### config.mk
export PLATFORM = sky130hd
export DESIGN_NAME = mem_map_fp
export DESIGN_NICKNAME = d
export VERILOG_FILES = /design/src/rtl/mem_map_fp.sv
export SDC_FILE = /design/constraint.sdc
export NUM_CORES = 1
export LEC_CHECK = 0
export CELL_PAD_IN_SITES_DETAIL_PLACEMENT = 1
export CELL_PAD_IN_SITES_GLOBAL_PLACEMENT = 1
export CORE_MARGIN = 10
export CORE_UTILIZATION = 30
export CTS_CLUSTER_DIAMETER = 100
export DETAILED_ROUTE_END_ITERATION = 7
export PLACE_DENSITY = 0.71
export SYNTH_ARGS = -nofsm -noshare
export SYNTH_HDL_FRONTEND = slang
export SYNTH_SLANG_ARGS = --single-unit
### constraint.sdc
create_clock -name clk -period 5.2 [get_ports clk]
set_clock_uncertainty 0.15 [all_clocks]
set_input_delay 1.04 -clock clk [delete_from_list [all_inputs] [get_ports clk]]
set_output_delay 1.04 -clock clk [all_outputs]
set_load 0.005 [all_outputs]
### src/rtl/mem_map_fp.sv
// Purpose: streams len signed elements src->dst through a saturating unary op (identity/negate/abs/shl1).
// Latency: 3 cycles per element with a one-cycle write ack; go at cycle 0 -> done at 3*min(len,SIZE)+1.
// Backpressure: holds in WAIT until dst_done; go is ignored while a run is in flight.
//
// Ports:
//   clk, reset            clock, asynchronous active-low reset
//   go, len, op           start request, element count, op select (len/op sampled at run start)
//   done, sat             one-cycle completion pulse, sticky "some element saturated" flag
//   src_addr0/read_data   source memory, combinational read
//   dst_addr0/write_data/write_en/done   destination memory, acknowledged write
module mem_map_fp #(
  parameter int WIDTH    = 4,
  parameter int SIZE     = 16,
  parameter int IDX_SIZE = 4
) (
  input  logic                clk,
  input  logic                reset,
  input  logic                go,
  input  logic [IDX_SIZE:0]   len,
  input  logic [1:0]          op,
  output logic                done,
  output logic                sat,
  output logic [IDX_SIZE-1:0] src_addr0,
  input  logic [WIDTH-1:0]    src_read_data,
  output logic [IDX_SIZE-1:0] dst_addr0,
  output logic [WIDTH-1:0]    dst_write_data,
  output logic                dst_write_en,
  input  logic                dst_done
);

  typedef enum logic [2:0] {S_IDLE, S_READ, S_WRITE, S_WAIT, S_DONE} state_t;

  localparam logic [IDX_SIZE:0]      SIZE_L = (IDX_SIZE+1)'(SIZE);
  localparam logic [IDX_SIZE:0]      ONE    = (IDX_SIZE+1)'(1);
  // Saturation bounds expressed one bit wider than the element.
  localparam logic signed [WIDTH:0]  MAX_E  = {2'b00, {(WIDTH-1){1'b1}}};
  localparam logic signed [WIDTH:0]  MIN_E  = {2'b11, {(WIDTH-1){1'b0}}};

  state_t state, state_nxt;

  logic [IDX_SIZE:0] index, index_inc, len_r, len_c;
  logic [1:0]        op_r;
  logic [WIDTH-1:0]  data_r;

  logic signed [WIDTH:0] x_e, raw;
  logic                  f_sat;
  logic [WIDTH-1:0]      f_val;

  assign index_inc      = index + ONE;
  assign len_c          = (len > SIZE_L) ? SIZE_L : len;
  assign dst_write_data = data_r;

  // Element op evaluated in WIDTH+1 bits so -MIN and 2x never wrap before clamping.
  always_comb begin
    x_e = {src_read_data[WIDTH-1], src_read_data};
    raw = x_e;
    case (op_r)
      2'd0:    raw = x_e;
      2'd1:    raw = -x_e;
      2'd2:    raw = x_e[WIDTH] ? -x_e : x_e;
      default: raw = x_e <<< 1;
    endcase
    f_sat = (raw > MAX_E) || (raw < MIN_E);
    if (raw > MAX_E)      f_val = MAX_E[WIDTH-1:0];
    else if (raw < MIN_E) f_val = MIN_E[WIDTH-1:0];
    else                  f_val = raw[WIDTH-1:0];
  end

  always_ff @(posedge clk or negedge reset) begin
    if (!reset) state <= S_IDLE;
    else        state <= state_nxt;
  end

  always_comb begin
    state_nxt    = state;
    done         = 1'b0;
    dst_write_en = 1'b0;
    case (state)
      S_IDLE:  if (go) state_nxt = (len_c != '0) ? S_READ : S_DONE;
      S_READ:  state_nxt = S_WRITE;
      S_WRITE: begin
        dst_write_en = 1'b1;
        state_nxt    = S_WAIT;
      end
      // An ack seen during WRITE is deliberately not looked at; only WAIT samples it.
      S_WAIT:  if (dst_done) state_nxt = (index_inc == len_r) ? S_DONE : S_READ;
      S_DONE: begin
        done      = 1'b1;
        state_nxt = S_IDLE;
      end
      default: state_nxt = S_IDLE;
    endcase
  end

  always_ff @(posedge clk or negedge reset) begin
    if (!reset) begin
      index     <= '0;
      len_r     <= '0;
      op_r      <= '0;
      data_r    <= '0;
      sat       <= 1'b0;
      src_addr0 <= '0;
      dst_addr0 <= '0;
    end else begin
      case (state)
        S_IDLE: if (go) begin
          len_r     <= len_c;
          op_r      <= op;
          sat       <= 1'b0;
          index     <= '0;
          src_addr0 <= '0;
        end
        S_READ: begin
          data_r    <= f_val;
          dst_addr0 <= index[IDX_SIZE-1:0];
          if (f_sat) sat <= 1'b1;
        end
        // src_addr0 is advanced here so it already points at the next element in READ.
        S_WAIT: if (dst_done) begin
          index     <= index_inc;
          src_addr0 <= index_inc[IDX_SIZE-1:0];
        end
        default: ;
      endcase
    end
  end

endmodule

==> summary.md, run 1 <==
| Metric | Value |
|---|---|
| Tmin final | `3210 ps` |
| Layout cells sized above 1 | `under 10%` |
| Post-CTS Resized | `0` |
| Worst slew pin tran | `approximately 1100 ps` |
| Highest routed layer | `met4` |
| Setup violations, final | `0` |
| Area growth syn-to-layout | `24.8%` |
| Initial antenna violation count | `0` |
| Most frequent cells in the layout | `nand2_1, clkdlybuf4s50_1, dfrtp_1, o21ai_0, nor2_1` |
| Average wire per standard cell | `roughly 15 um` |
| CTS tree | `done` |
| CTS sink count | `24` |
| CTS clock-pin slew for the worst setup and hold paths | `~90 ps` |
| Die Y | `roughly 89 um` |
| Pre-CTS setup slack | `about 1700 ps` |
| CORE AREA | `4690 um2` |
| Slew Viols, Final | `0` |
| Non-Filler Instances | `235` |
| Worst hold path class | `reg -> reg` |
| Worst skew pair latency | `270 ps` |
| Metal3 WL | `242 um` |
| WS Path Type | `in -> reg` |
| Critical Path Fanout Max | `4` |
| Met2 wire length | `approximately 1800 um` |
| Clock buffer depth | `2` |
| Cells after Synth | `159` |
| Gpl congestion | `around 0.83` |
| Hold_buf cts | `0` |
| FP Rows | `25` |
| Seq/Total Area, Yosys | `41.8%` |
| Setup crit end | `dst_write_data[2]$_DFFE_PN0P_` |
| Drc violations | `0` |
| DP Wirelength | `2870 um` |
| Vias in the first global route | `between 1k and 1.5k` |
| Die ar. | `7960 um2` |
| Status | `finished, final reports clean` |
| Synth async-reset ratio | `100%` |
| YS warnings | `0` |
| Total GRT Usage | `9.71%` |
| Fin. Hold Viols | `0` |
| Starting Density | `30.6%` |
| Main synth FF type | `dfrtp_1` |
| Period utilisation layout | `around three fifths` |
| Wire length on met1 | `1480 um` |
| DR iter-0 viols | `35` |
| Worst reg2reg setup slack | `3240 ps` |
| Pleak | `roughly 0.00078 uW` |
| Data required time of the worst path | `5250 ps` |
| Fmax | `0.311 GHz` |
| Max-cap viol count | `0` |
| Die X | `roughly 90 um` |
| Drt total wl | `3570 um` |
| DR vias | `approximately 1.2k` |
| # IOs | `30` |
| First-pass GRT wire length | `6090 um` |
| ANT cells | `0` |
| Commonest non-fill, non-tap cell in the layout | `nand2_1` |
| Nets | `~200` |
| Placed insts | `231` |
| RSZ-0062 raised after global routing | `no` |
| Largest net degree at the start of global routing | `25` |
| Fill cells | `between 500 and 600` |
| Layout Utilization | `38.2%` |
| Routed vias/inst | `5.04` |
| Post-Syn Area per Cell | `9.04 um2` |
| Slew headroom | `between 20 and 30%` |
| Setup WS post-layout | `1990 ps` |
| Overflow after GRT | `0` |
| R2R Path End | `state[2]$_DFFE_PN0P_` |
| Postcts setup bufs | `0` |
| FF-to-FF path depth | `5` |
| PortBufs | `29` |
| FF-to-FF Start | `src_addr0[0]$_DFFE_PN0P_` |
| Post-synth EDFFs | `0` |
| Peak VDD IR | `149 uV` |
| WHS | `331 ps` |
| Crit end category | `flip-flop` |
| Critical path arrival | `3260 ps` |
| Critical path launch point type | `input port` |
| CTS Root Cell | `clkbuf_8` |
| Synth Cell Area | `between 1000 and 1500 um2` |
| Pre-antenna DRT Iters | `4` |
| Crit path from | `src_read_data[0]` |
| Synth cell types | `38` |
| Setup_tns | `0 ps` |
| Power density over the cells | `553 nW/um2` |
| ANT nets after route | `0` |
| Total CTS buffers | `3` |
| H-tree Lvls | `1` |
| #FFs+latches synth | `24` |
| Net Count, Synth | `181` |
## synthesized netlist by cell type, types with 2 or more instances
| cell type | instances | area, um2 |
|---|---|---|
| xor2_1 | 5 | 43.8 |
| mux2_2 | 3 | 33.8 |
| a211oi_1 | 2 | 15.0 |
| o21a_1 | 3 | 22.5 |
| nor3_1 | 7 | 35.0 |
| buf_4 | 4 | 30.0 |
| nand2b_1 | 4 | 25.0 |
| nor3b_1 | 2 | 15.0 |
| a21oi_1 | 6 | 30.0 |
| dfrtp_1 | 24 | 601 |
| clkbuf_1 | 3 | 11.3 |
| xnor2_1 | 3 | 26.3 |
| nand2_1 | 30 | 113 |
| ha_1 | 7 | 87.6 |
| inv_1 | 4 | 15.0 |
| nor2_1 | 9 | 33.8 |
| a31oi_1 | 2 | 12.5 |
| nand3_1 | 4 | 20.0 |
| buf_6 | 2 | 22.5 |
| o21ai_0 | 17 | 85.1 |
## per-layer routing
metal	vias to the layer above	global-route usage, %
met5	-	0
met4	0	3.47
met3	5	3.28
met2	21	17.1
met1	570	10.5
li1	589	-
## worst max-delay path, stage by stage
cell and delay, ps:
clkdlybuf4s50_1 540, inv_1 60, ha_1 220, nor3b_1 150
ha_1 280, o21ai_0 80, nand2_1 110, o21ai_0 90
ha_1 250, a311o_1 280, a21oi_1 150
## layout make-up
| class | instances | area, um2 | share of cell area, % |
|---|---|---|---|
| clock buffer | 3 | 41.3 | 2.30 |
| clock inverter | 1 | 30.0 | 1.67 |
| inverter | 4 | 15.0 | 0.837 |
| multi-input combinational | 120 | 749 | 41.8 |
| sequential | 24 | 601 | 33.5 |
| tap | 54 | 67.6 | 3.77 |
| timing repair buffer | 29 | 290 | 16.2 |
## through the flow
stage          instance area [um2]  power, uW
3_3_place_gp                  1720        815
4_1_cts                       1790       1010
3_5_place_dp                  1720        842
2_1_floorplan                 1440        656
6_report                      1790        992
5_1_grt                       1790       1090
## kinds of logic after synthesis
family	synth area share, %
DFF	41.8
muxes	4.09
and+or+nand+nor	21.8
buffers and inverters	6.09
adders and majority gates	6.09
AOI/OAI and AO/OA	13.7
xor gates and xnor gates	6.44
## worst min-delay path by stage
stage / from / to / slack, ps / cells past startpoint
final: dst_addr0[2]$_DFFE_PN0P_ / dst_addr0[2]$_DFFE_PN0P_ / 330 / 2
after global routing: dst_addr0[1]$_DFFE_PN0P_ / dst_addr0[1]$_DFFE_PN0P_ / 370 / 2
after CTS: dst_addr0[2]$_DFFE_PN0P_ / dst_addr0[2]$_DFFE_PN0P_ / 340 / 2
after detailed placement: dst_addr0[2]$_DFFE_PN0P_ / dst_addr0[2]$_DFFE_PN0P_ / 320 / 2
after global placement: dst_addr0[0]$_DFFE_PN0P_ / dst_addr0[0]$_DFFE_PN0P_ / 310 / 2
after floorplan: len_r[2]$_DFFE_PN0P_ / len_r[2]$_DFFE_PN0P_ / 310 / 2
## power by group
part | internal [uW] | switching, uW | total, uW
logic | 251 | 204 | 455
registers | 266 | 105 | 371
clock network | 103 | 63.0 | 166
## flip-flops by register name, indices dropped and copies added (netlist names)
name,cells
src_addr0,3
index,2
state,3
dst_write_data,4
len_r,5
op_r,2
dst_addr0,4
sat,1
Power figures use the tool's default switching activity.
==> run 2, diff against run 1 <==
Clock period 5.2 ns to 3 ns, I/O delays scaled along.
==> summary.md, run 2 (synthesis results as in run 1) <==
| Metric | Value |
|---|---|
| Worst slew pin tran | `875 ps` |
| FF+latch area | `between 600 and 700 um2` |
| CORE AREA | `around 4700 um2` |
| Placed insts | `around 230` |
| Clock buffer depth | `2` |
| FP Rows | `25` |
| Drc violations | `0` |
| Starting Density | `30.6%` |
| Fin. Hold Viols | `0` |
| Hold_buf cts | `0` |
| H-tree Lvls | `1` |
| Die ar. | `7960 um2` |
| Fill cells | `547` |
| FF-to-FF Start | `src_addr0[0]$_DFFE_PN0P_` |
| Nets | `a little over 200` |
| Power density over the cells | `roughly 910 nW/um2` |
| Multi-input logic area | `between 700 and 800 um2` |
| R2R Path End | `state[2]$_DFFE_PN0P_` |
| ANT cells | `0` |
| Non-Filler Instances | `236` |
| Max-cap viol count | `0` |
| Commonest non-fill, non-tap cell in the layout | `nand2_1` |
| Overflow after GRT | `0` |
| Setup_tns | `0 ps` |
| Hold path endpoint | `dst_addr0[2]$_DFFE_PN0P_` |
| Max FFs per register | `5` |
| Postcts setup bufs | `0` |
| RSZ-0062 raised after global routing | `no` |
| Vias in the first global route | `roughly 1.2k` |
| Setup violations, final | `0` |
| DR iter-0 viols | `37` |
| Data required time of the worst path | `3050 ps` |
| ANT nets after route | `0` |
| # IOs | `30` |
| Total CTS buffers | `3` |
| Worst skew pair latency | `260 ps` |
| Pre-antenna DRT Iters | `4` |
| Worst hold path class | `reg -> reg` |
| Fmax | `0.368 GHz` |
| Peak VDD IR | `about 240 uV` |
| Critical Path Fanout Max | `4` |
| DR vias | `~1.2k` |
| Layout cells sized above 1 | `6.59%` |
| Total GRT Usage | `9.15%` |
| Die X | `about 89 um` |
| Period utilisation layout | `between 90% and 100%` |
| Area growth syn-to-layout | `23.8%` |
| Pleak | `roughly 0.00078 uW` |
| Status | `finished, final reports clean` |
| Gpl congestion | `0.819` |
| Post-CTS Resized | `0` |
| PortBufs | `29` |
| Top reg by flops | `len_r` |
| Initial antenna violation count | `0` |
| Crit end category | `flip-flop` |
| Worst reg2reg setup slack | `1090 ps` |
| Tmin final | `2720 ps` |
| CTS clock-pin slew for the worst setup and hold paths | `90 ps` |
| FF-to-FF path depth | `5` |
| Slew Viols, Final | `0` |
| First-pass GRT wire length | `~5700 um` |
| DP Wirelength | `about 2800 um` |
| CTS sink count | `24` |
| Hold path start | `dst_addr0[2]$_DFFE_PN0P_` |
| Routed vias/inst | `5.00` |
| Die Y | `between 80 and 90 um` |
| CTS Root Cell | `clkbuf_8` |
| Average wire per standard cell | `between 15 and 20 um` |
| Critical path arrival | `~2800 ps` |
| CTS tree | `done` |
| Most frequent cells in the layout | `nand2_1, clkdlybuf4s50_1, dfrtp_1, o21ai_0, nor2_1` |
| Largest net degree at the start of global routing | `25` |
| Slew headroom | `41.2%` |
| Drt total wl | `roughly 3600 um` |
| Critical path launch point type | `input port` |
| Worst hold path cell count | `2` |
| WS Path Type | `in -> reg` |
run 2: changes by cell type in the layout (fill, tap and decap cells not counted):
cell	previous run	this run
buf_4	0	2
bufinv_16	1	0
run 2: worst max-delay path by stage:
stage | startpoint | endpoint
after floorplan | src_read_data[0] | dst_write_data[2]$_DFFE_PN0P_
after global placement | src_read_data[1] | dst_write_data[2]$_DFFE_PN0P_
after detailed placement | src_read_data[1] | dst_write_data[2]$_DFFE_PN0P_
after CTS | src_read_data[1] | dst_write_data[2]$_DFFE_PN0P_
after global routing | src_read_data[1] | dst_write_data[0]$_DFFE_PN0P_
final | src_read_data[1] | dst_write_data[2]$_DFFE_PN0P_
run 2: area by class of cell:
class | instances | area share (%)
multi-input combinational | 120 | 42.1
sequential | 24 | 33.8
clock buffer | 3 | 2.32
inverter | 4 | 0.844
tap | 54 | 3.80
timing repair buffer | 31 | 17.2
run 2: stage by stage:
step	area, um2	util [%]	power [uW]	setup WS (ps)	hold WS, ps
5_1_grt	1780	37.9	1770	111	376
4_1_cts	1780	37.9	1660	279	339
2_1_floorplan	1440	-	1140	736	154
3_5_place_dp	1740	37.0	1460	5.02	317
6_report	1780	37.9	1620	282	328
3_3_place_gp	1740	37.0	1410	112	309
run 2: critical path, stage by stage:
cell,delay (ps)
clkdlybuf4s50_1,530
inv_1,60
ha_1,200
nor3b_1,150
ha_1,270
o21ai_0,60
nand2_1,100
o21ai_0,100
ha_1,250
a311o_1,290
a21oi_1,150
run 2: report_power, final:
group          switching [uW]  leakage, uW  total, uW  internal (uW)
sequential                178     0.000301        639            461
clock                     106    0.0000216        196           89.9
combinational             355     0.000454        789            434
run 2: per-layer routing:
layer | wire length, um | track usage (%) | up-vias
met2 | 1780 | 14.9 | 18
met3 | 227 | 3.10 | 2
met1 | 1560 | 11.1 | 571
met5 | 0 | 0 | -
li1 | - | - | 590
met4 | 21 | 2.89 | 0
